[config.mk]
export PLATFORM = sky130hd
export DESIGN_NAME = pc_gen
export DESIGN_NICKNAME = d
export VERILOG_FILES = /design/src/rtl/pc_gen.sv
export SDC_FILE = /design/constraint.sdc
export NUM_CORES = 1
export LEC_CHECK = 0
export CAP_MARGIN = 20
export CORE_MARGIN = 3
export CORE_UTILIZATION = 49
export DETAILED_ROUTE_END_ITERATION = 8
export GPL_TIMING_DRIVEN = 0
export HOLD_SLACK_MARGIN = 0.08
export PLACE_DENSITY = 0.94
export SYNTH_ARGS = -nofsm -noshare
export SYNTH_HDL_FRONTEND = slang
export SYNTH_SLANG_ARGS = --single-unit
[constraint.sdc]
create_clock -name clk -period 2.7 [get_ports clk]
set_input_delay 0.54 -clock clk [delete_from_list [all_inputs] [get_ports clk]]
set_output_delay 0.54 -clock clk [all_outputs]
set_load 0.01 [all_outputs]
[src/rtl/pc_gen.sv]
// Fetch program-counter generator: issues fetch addresses over a valid/ready port and applies
// trap/jalr/jal/branch redirects. Optional feature macro: PC_MISALIGN_TRAP_EN.
module pc_gen #(
  parameter int              XLEN        = 16,
  parameter logic [XLEN-1:0] RESET_VEC   = '0,
  parameter int              INSTR_BYTES = 4
) (
  input  logic            clk,
  input  logic            rst,
  input  logic            stall_i,
  input  logic            halt_i,
  input  logic            trap_en_i,
  input  logic [XLEN-1:0] trap_vec_i,
  input  logic            jalr_en_i,
  input  logic [XLEN-1:0] jalr_target_i,
  input  logic            jal_en_i,
  input  logic            branch_en_i,
  input  logic [XLEN-1:0] pc_ex_i,
  input  logic [XLEN-1:0] imm_data_i,
  output logic            fetch_valid_o,
  input  logic            fetch_ready_i,
  output logic [XLEN-1:0] pc_o,
  output logic            fetch_stale_o,
  output logic            misalign_o,
  output logic [31:0]     fetch_count_o
);

  typedef enum logic [1:0] {BOOT, RUN, IDLE, HALT} state_t;

  state_t          state_q, state_d;
  logic [XLEN-1:0] pc_q, pc_d;
  logic [XLEN-1:0] pend_tgt_q, pend_tgt_d;
  logic            pend_q, pend_d;
  logic [31:0]     count_q, count_d;

  logic            handshake;
  logic            redir_any;
  logic            redir_bad;
  logic            redir_take;
  logic [XLEN-1:0] rel_tgt;
  logic [XLEN-1:0] redir_tgt;

  assign rel_tgt   = pc_ex_i + imm_data_i;
  assign redir_any = trap_en_i | jalr_en_i | jal_en_i | branch_en_i;

  always_comb begin
    redir_tgt = rel_tgt;
    if (trap_en_i)
      redir_tgt = trap_vec_i;
    else if (jalr_en_i)
      redir_tgt = jalr_target_i & ~XLEN'(1);
  end

  // Trap targets are trusted; only computed targets are screened for bit 1.
`ifdef PC_MISALIGN_TRAP_EN
  assign redir_bad = redir_any && !trap_en_i && redir_tgt[1];
`else
  assign redir_bad = 1'b0;
`endif
  assign redir_take = redir_any && !redir_bad;

  assign fetch_valid_o = (state_q == RUN);
  assign handshake     = fetch_valid_o && fetch_ready_i;
  assign fetch_stale_o = handshake && pend_q;
  assign pc_o          = pc_q;
  assign fetch_count_o = count_q;

  always_comb begin
    state_d    = state_q;
    pc_d       = pc_q;
    pend_d     = pend_q;
    pend_tgt_d = pend_tgt_q;
    count_d    = count_q;
    case (state_q)
      BOOT: begin
        if (redir_take)
          pc_d = redir_tgt;
        if (halt_i)
          state_d = HALT;
        else if (stall_i)
          state_d = IDLE;
        else
          state_d = RUN;
      end
      RUN: begin
        if (handshake) begin
          // A redirect arriving with the handshake supersedes any older pending target.
          if (redir_take)
            pc_d = redir_tgt;
          else if (pend_q)
            pc_d = pend_tgt_q;
          else
            pc_d = pc_q + XLEN'(INSTR_BYTES);
          pend_d  = 1'b0;
          count_d = count_q + 32'd1;
          if (halt_i)
            state_d = HALT;
          else if (stall_i)
            state_d = IDLE;
          else
            state_d = RUN;
        end else if (redir_take) begin
          pend_d     = 1'b1;
          pend_tgt_d = redir_tgt;
        end
      end
      IDLE: begin
        if (redir_take)
          pc_d = redir_tgt;
        if (halt_i)
          state_d = HALT;
        else if (!stall_i)
          state_d = RUN;
      end
      HALT: begin
        if (trap_en_i) begin
          pc_d    = trap_vec_i;
          state_d = RUN;
        end
      end
      default: state_d = BOOT;
    endcase
  end

  always_ff @(posedge clk or posedge rst) begin
    if (rst) begin
      state_q    <= BOOT;
      pc_q       <= RESET_VEC;
      pend_q     <= 1'b0;
      pend_tgt_q <= '0;
      count_q    <= '0;
    end else begin
      state_q    <= state_d;
      pc_q       <= pc_d;
      pend_q     <= pend_d;
      pend_tgt_q <= pend_tgt_d;
      count_q    <= count_d;
    end
  end

`ifdef PC_MISALIGN_TRAP_EN
  logic misalign_q;

  // HALT ignores non-trap redirects, so a bad target there is not reported either.
  always_ff @(posedge clk or posedge rst) begin
    if (rst)
      misalign_q <= 1'b0;
    else
      misalign_q <= redir_bad && (state_q != HALT);
  end

  assign misalign_o = misalign_q;
`else
  assign misalign_o = 1'b0;
`endif

endmodule

; Yosys cells after proc, flatten, opt, wreduce, memory -nomap -nowiden
; Cells that the tools add are included.
[word_totals]
register_bits = 67
input_bits = 73
output_inout_bits = 51
word_cells = 46
[op_classes]
n_addsub = 3
n_eq_ne = 7
muxes = 17
bitwise = 4
n_reduce_logical = 10
[op_table]
columns = operator, n
row1 = 16-bit 2-to-1 mux, 7
row2 = 16-bit case mux with 3 select lines, 1
row3 = 32-bit by 1-bit adder with 32-bit output (second input constant), 1
row4 = 16-bit adder, 1
row5 = 16-bit by 3-bit adder with 16-bit output (second input constant), 1
row6 = 2-bit 2-to-1 mux, 6
row7 = 3-bit AND reduction, 3
row8 = 2-bit case mux with 4 select lines, 1
row9 = 2-bit == test (second input constant), 2
row10 = 2-bit by 1-bit != test with 1-bit output (second input constant), 2
row11 = 2-bit AND reduction, 2
row12 = 3-bit != test (second input constant), 1
row13 = 1-bit bitwise OR, 3
row14 = 2-bit by 1-bit == test with 1-bit output (second input constant), 1
row15 = 1-bit logical AND, 2
row16 = 2-bit zero test, 1
row17 = 1-bit 2-to-1 mux, 2
row18 = 2-bit != test (second input constant), 1
row19 = 2-bit nonzero test, 1
row20 = 2-bit OR reduction, 1
row21 = 1-bit inverter, 1

; Logic depth before layout (Yosys ltp)
[logic_depth]
word_depth = 6
mapped_depth = 10
ltp_nobuf = 9

; Least setup slack after synthesis
; No wires, ideal clock.
[synth_timing]
kind = input port to flip-flop
start = input port pc_ex_i[0]
end = register pc_q[12], in the netlist pc_o[12]
setup_time_ns = 0.131
t_arrival_ns = 2.506
required_time_ns = 2.569
slack_ns = 0.062
cell_stages = 9
n_path_buf = 0
cell_sequence = ha_1 fa_1 a21oi_1 o21bai_1 a21oi_1 o21ai_1 a311oi_1 nor4_1 or3_1
[synth_between]
elab_chain_len = 6
word_cells_on_any_way = 7
cone_classes = add/sub (1) / mux (6)
[synth_lines]
columns = item, line_no
row1 = start: declaration, 18  ; input logic [XLEN-1:0] pc_ex_i,
row2 = 16-bit adder *, 43  ; assign rel_tgt = pc_ex_i + imm_data_i;
row3 = 16-bit 2-to-1 mux *, 50  ; else if (jalr_en_i)
row4 = 16-bit 2-to-1 mux *, 48  ; if (trap_en_i)
row5 = 16-bit 2-to-1 mux, 88  ; if (redir_take)
row6 = 16-bit 2-to-1 mux, 86  ; if (handshake) begin
row7 = 16-bit case mux with 3 select lines *, 74  ; case (state_q)
row8 = end signal: assignment, 134  ; pc_q <= pc_d;
row9 = end: declaration, 31  ; logic [XLEN-1:0] pc_q, pc_d;
; Mark *: on every way between the ends. The rest lies on a longest branch, timed or not. The select of a mux whose other input is x is not followed.
; A chain may end at the register's enable or synchronous reset.

; Worst setup path after layout
[layout_timing]
start = input port imm_data_i[0]
end = register pc_q[12], in the netlist pc_o[12]
[layout_between]
elab_chain_len = 6
word_cells_on_any_way = 7
cone_classes = add/sub (1) / mux (6)
[layout_lines]
columns = item, line_no
row1 = start: declaration, 19  ; input logic [XLEN-1:0] imm_data_i,
row2 = 16-bit adder *, 43
row3 = 16-bit 2-to-1 mux *, 50
row4 = 16-bit 2-to-1 mux *, 48
row5 = 16-bit 2-to-1 mux, 88
row6 = 16-bit 2-to-1 mux, 86
row7 = 16-bit case mux with 3 select lines *, 74
; Marked as above.

==> impl_metrics.env <==
export IMPL_crit_path_start_kind="input pin"
export IMPL_worstPathArrival_ns=2.88
export IMPL_postSynthNetCount=598
export IMPL_h_tree_depth=3
export IMPL_grt_pass1_vias=4516
export IMPL_hold_violations=0
export IMPL_avgSynthCellArea_sq_um=8.63
export IMPL_cp_slowest_cell="clkdlybuf4s50_1"
export IMPL_synth_edf_count=0
export IMPL_vias_per_cell=6.11
export IMPL_cts_tree="done"
export IMPL_tns_ns=0
export IMPL_final_core_util=0.719
export IMPL_row_count=33
export IMPL_synth_warnings=0
export IMPL_final_cell_mix="clkdlybuf4s50_1, nand2_1, dfrtp_1"
export IMPL_place_ws_ns=-0.685
export IMPL_max_stage_delay_ns=0.42
export IMPL_cellPowerDensity_nw_per_um2=632
export IMPL_die_x_um=101
export IMPL_drv_slew=0
export IMPL_dp_hpwl_um=10500
export IMPL_max_freq_ghz=0.378
export IMPL_cts_sinks=67
export IMPL_grt_max_degree=45
export IMPL_portBuffers=121
export IMPL_drc=0
export IMPL_grt_setup_unrepaired="yes"
export IMPL_cp_end_kind="flip-flop"
export IMPL_n_antenna_cell=0
export IMPL_synth_cell_types=56
export IMPL_finalClockSkew_ns=0.00471
export IMPL_io_pins=124
export IMPL_setup_ws_ns=0.0530
export IMPL_cp_max_fo=3
export IMPL_fin_total_pwr_mw=3.83
export IMPL_path_clk_slew_ns=0.07
export IMPL_initial_core_util=0.520
export IMPL_dieArea_sq_um=10100
export IMPL_setup_viol=0
export IMPL_grt_use_total=0.275
export IMPL_wl_per_cell_um=18.5
export IMPL_ys_seq_elements=67
export IMPL_hold_buffers=0
export IMPL_drive_gt1_frac=0.0773
export IMPL_core_area_sq_um=8420
export IMPL_syn_to_final_growth_pct=38.4
export IMPL_grt_overflow=0
export IMPL_period_needed_ns=2.65
export IMPL_die_h_um=101
export IMPL_slew_headroom=0.518
export IMPL_grt_first_pass_wirelength_um=22000
export IMPL_tightestPinTransition_ns=0.719
export IMPL_maxCapViolations=0
export IMPL_netlist_area_sq_um=4380
export IMPL_cts_buffer_depth=2
export IMPL_synth_ff_type="dfrtp_1"
export IMPL_hp_class="flip-flop to flip-flop"
export IMPL_yosysSeqAreaShare=0.383
export IMPL_cp_cell_sequence="clkdlybuf4s50_1 -> ha_2 -> fa_2 -> a21oi_4 -> o21bai_2 -> a21oi_2 -> o21ai_2 -> a311oi_2 -> nor4_1 -> or3_1"
export IMPL_irDropWorstVdd_mv=0.264
export IMPL_antenna_left=0
export IMPL_fin_nets=733
export IMPL_cts_buffers=9
export IMPL_antenna_found_initial=0
export IMPL_num_vias=4591
export IMPL_drtIter0Drc=443
export IMPL_n_fill_cell=662
export IMPL_syn_inst=507
export IMPL_crit_type="input pin to flip-flop"
export IMPL_async_reset_ff_frac=1.00
export IMPL_wirelength_um=13900
export IMPL_post_route_period_util=0.980
export IMPL_status="complete, no violations"
export IMPL_required_ns=2.93
export IMPL_clkLatencyLatePin_ns=0.35
export IMPL_hold_slack_ns=0.481
export IMPL_clockRootBuffer="clkbuf_8"
export IMPL_final_common_cell="clkdlybuf4s50_1"
export IMPL_drtPass1Iterations=6
export IMPL_p_leak_nw=2.54
export IMPL_gp_congestion=0.962
==> through the flow <==
step / area, sq um / cells
finish: 6060 / 752
global route: 6060 / 752
CTS: 5980 / 751
detailed placement: 5740 / 734
global placement: 5720 / 733
floorplan: 4380 / 507
==> critical path, delay by kind of cell <==
| family | cells | cell delay [ns] |
|---|---|---|
| AO/OA/AOI/OAI | 5 | 0.89 |
| adder cells (fa/ha/maj) | 2 | 0.60 |
| buffers and inverters | 1 | 0.42 |
| AND/OR/NAND/NOR | 2 | 0.41 |
==> worst paths after layout <==
path,slack (ns),end,depth (start not counted),startpoint
min reg2reg,0.48,fetch_count_o[31],1,fetch_count_o[31]
max,0.05,pc_o[12],10,imm_data_i[0]
min in group asynchronous,0.55,fetch_count_o[24],2,rst
max in group asynchronous,1.53,pc_o[15],3,rst
min,0.48,fetch_count_o[31],1,fetch_count_o[31]
max reg2reg,0.47,fetch_count_o[29],9,state_q[0]
==> layout make-up <==
cell class	instances	area (sq um)	share of cell area
multi-input combinational	400	2610	0.430
sequential	67	1680	0.277
buffer	26	120	0.0198
inverter	11	41.3	0.00682
clock buffer	11	131	0.0217
timing repair buffer	127	1270	0.210
tap	105	131	0.0217
clock inverter	5	77.6	0.0128
==> layer usage <==
| metal | track usage | up-vias | wire length (um) |
|---|---|---|---|
| met5 | 0 | - | 0 |
| met4 | 0.122 | 0 | 493 |
| met3 | 0.0602 | 56 | 1230 |
| met2 | 0.471 | 296 | 6910 |
| met1 | 0.330 | 2152 | 5320 |
| li1 | - | 2087 | - |
==> kinds of logic after synthesis <==
family,after synthesis,synth area share
XOR/XNOR,53,0.106
flip-flops,67,0.383
multiplexers,6,0.0146
buffers and inverters,40,0.0377
other,1,0.000857
adder cells (fa/ha/maj),18,0.0532
AO/OA/AOI/OAI,137,0.204
AND/OR/NAND/NOR,185,0.200
==> power breakdown <==
part / internal, mW / switching [mW]
Clock: 0.518 / 0.393
Sequential: 1.22 / 0.261
Combinational: 0.726 / 0.714
Total: 2.46 / 1.37
==> cells in the mapped netlist, types with 3 or more instances <==
master,n,area share
nor2b_1,4,0.0057
nor3_1,8,0.0091
ha_1,17,0.049
o21ai_0,30,0.034
o21ai_1,6,0.0069
a222oi_1,6,0.014
inv_1,11,0.0094
o22ai_1,8,0.011
a21o_1,7,0.012
dfrtp_1,67,0.38
nor2_1,32,0.027
and2_1,6,0.0086
clkbuf_1,20,0.017
nand3_1,18,0.021
buf_2,6,0.0069
a31oi_1,6,0.0086
and3_1,8,0.011
nand2_1,75,0.064
mux2_2,3,0.0077
mux2i_1,3,0.0069
o211ai_1,5,0.0086
nand4_1,14,0.020
a211oi_1,7,0.012
o21a_1,7,0.012
o31ai_1,4,0.0069
a221oi_1,7,0.014
a21oi_1,28,0.032
xnor2_1,37,0.074
or3_1,6,0.0086
xor2_1,16,0.032
==> registers in the layout, indices dropped and copies added (netlist names) <==
| signal | cells |
|---|---|
| fetch_count_o | 32 |
| pc_o | 16 |
| pend_q | 1 |
| pend_tgt_q | 16 |
| state_q | 2 |
==> repair_timing <==
item | 4_1_cts | 5_1_grt
buffers inserted | 1 | 4
pin swaps | 1 | 8
setup endpoints to repair | 14 | 21
resized for setup | 7 | 15
Power figures use the tool's default switching activity.
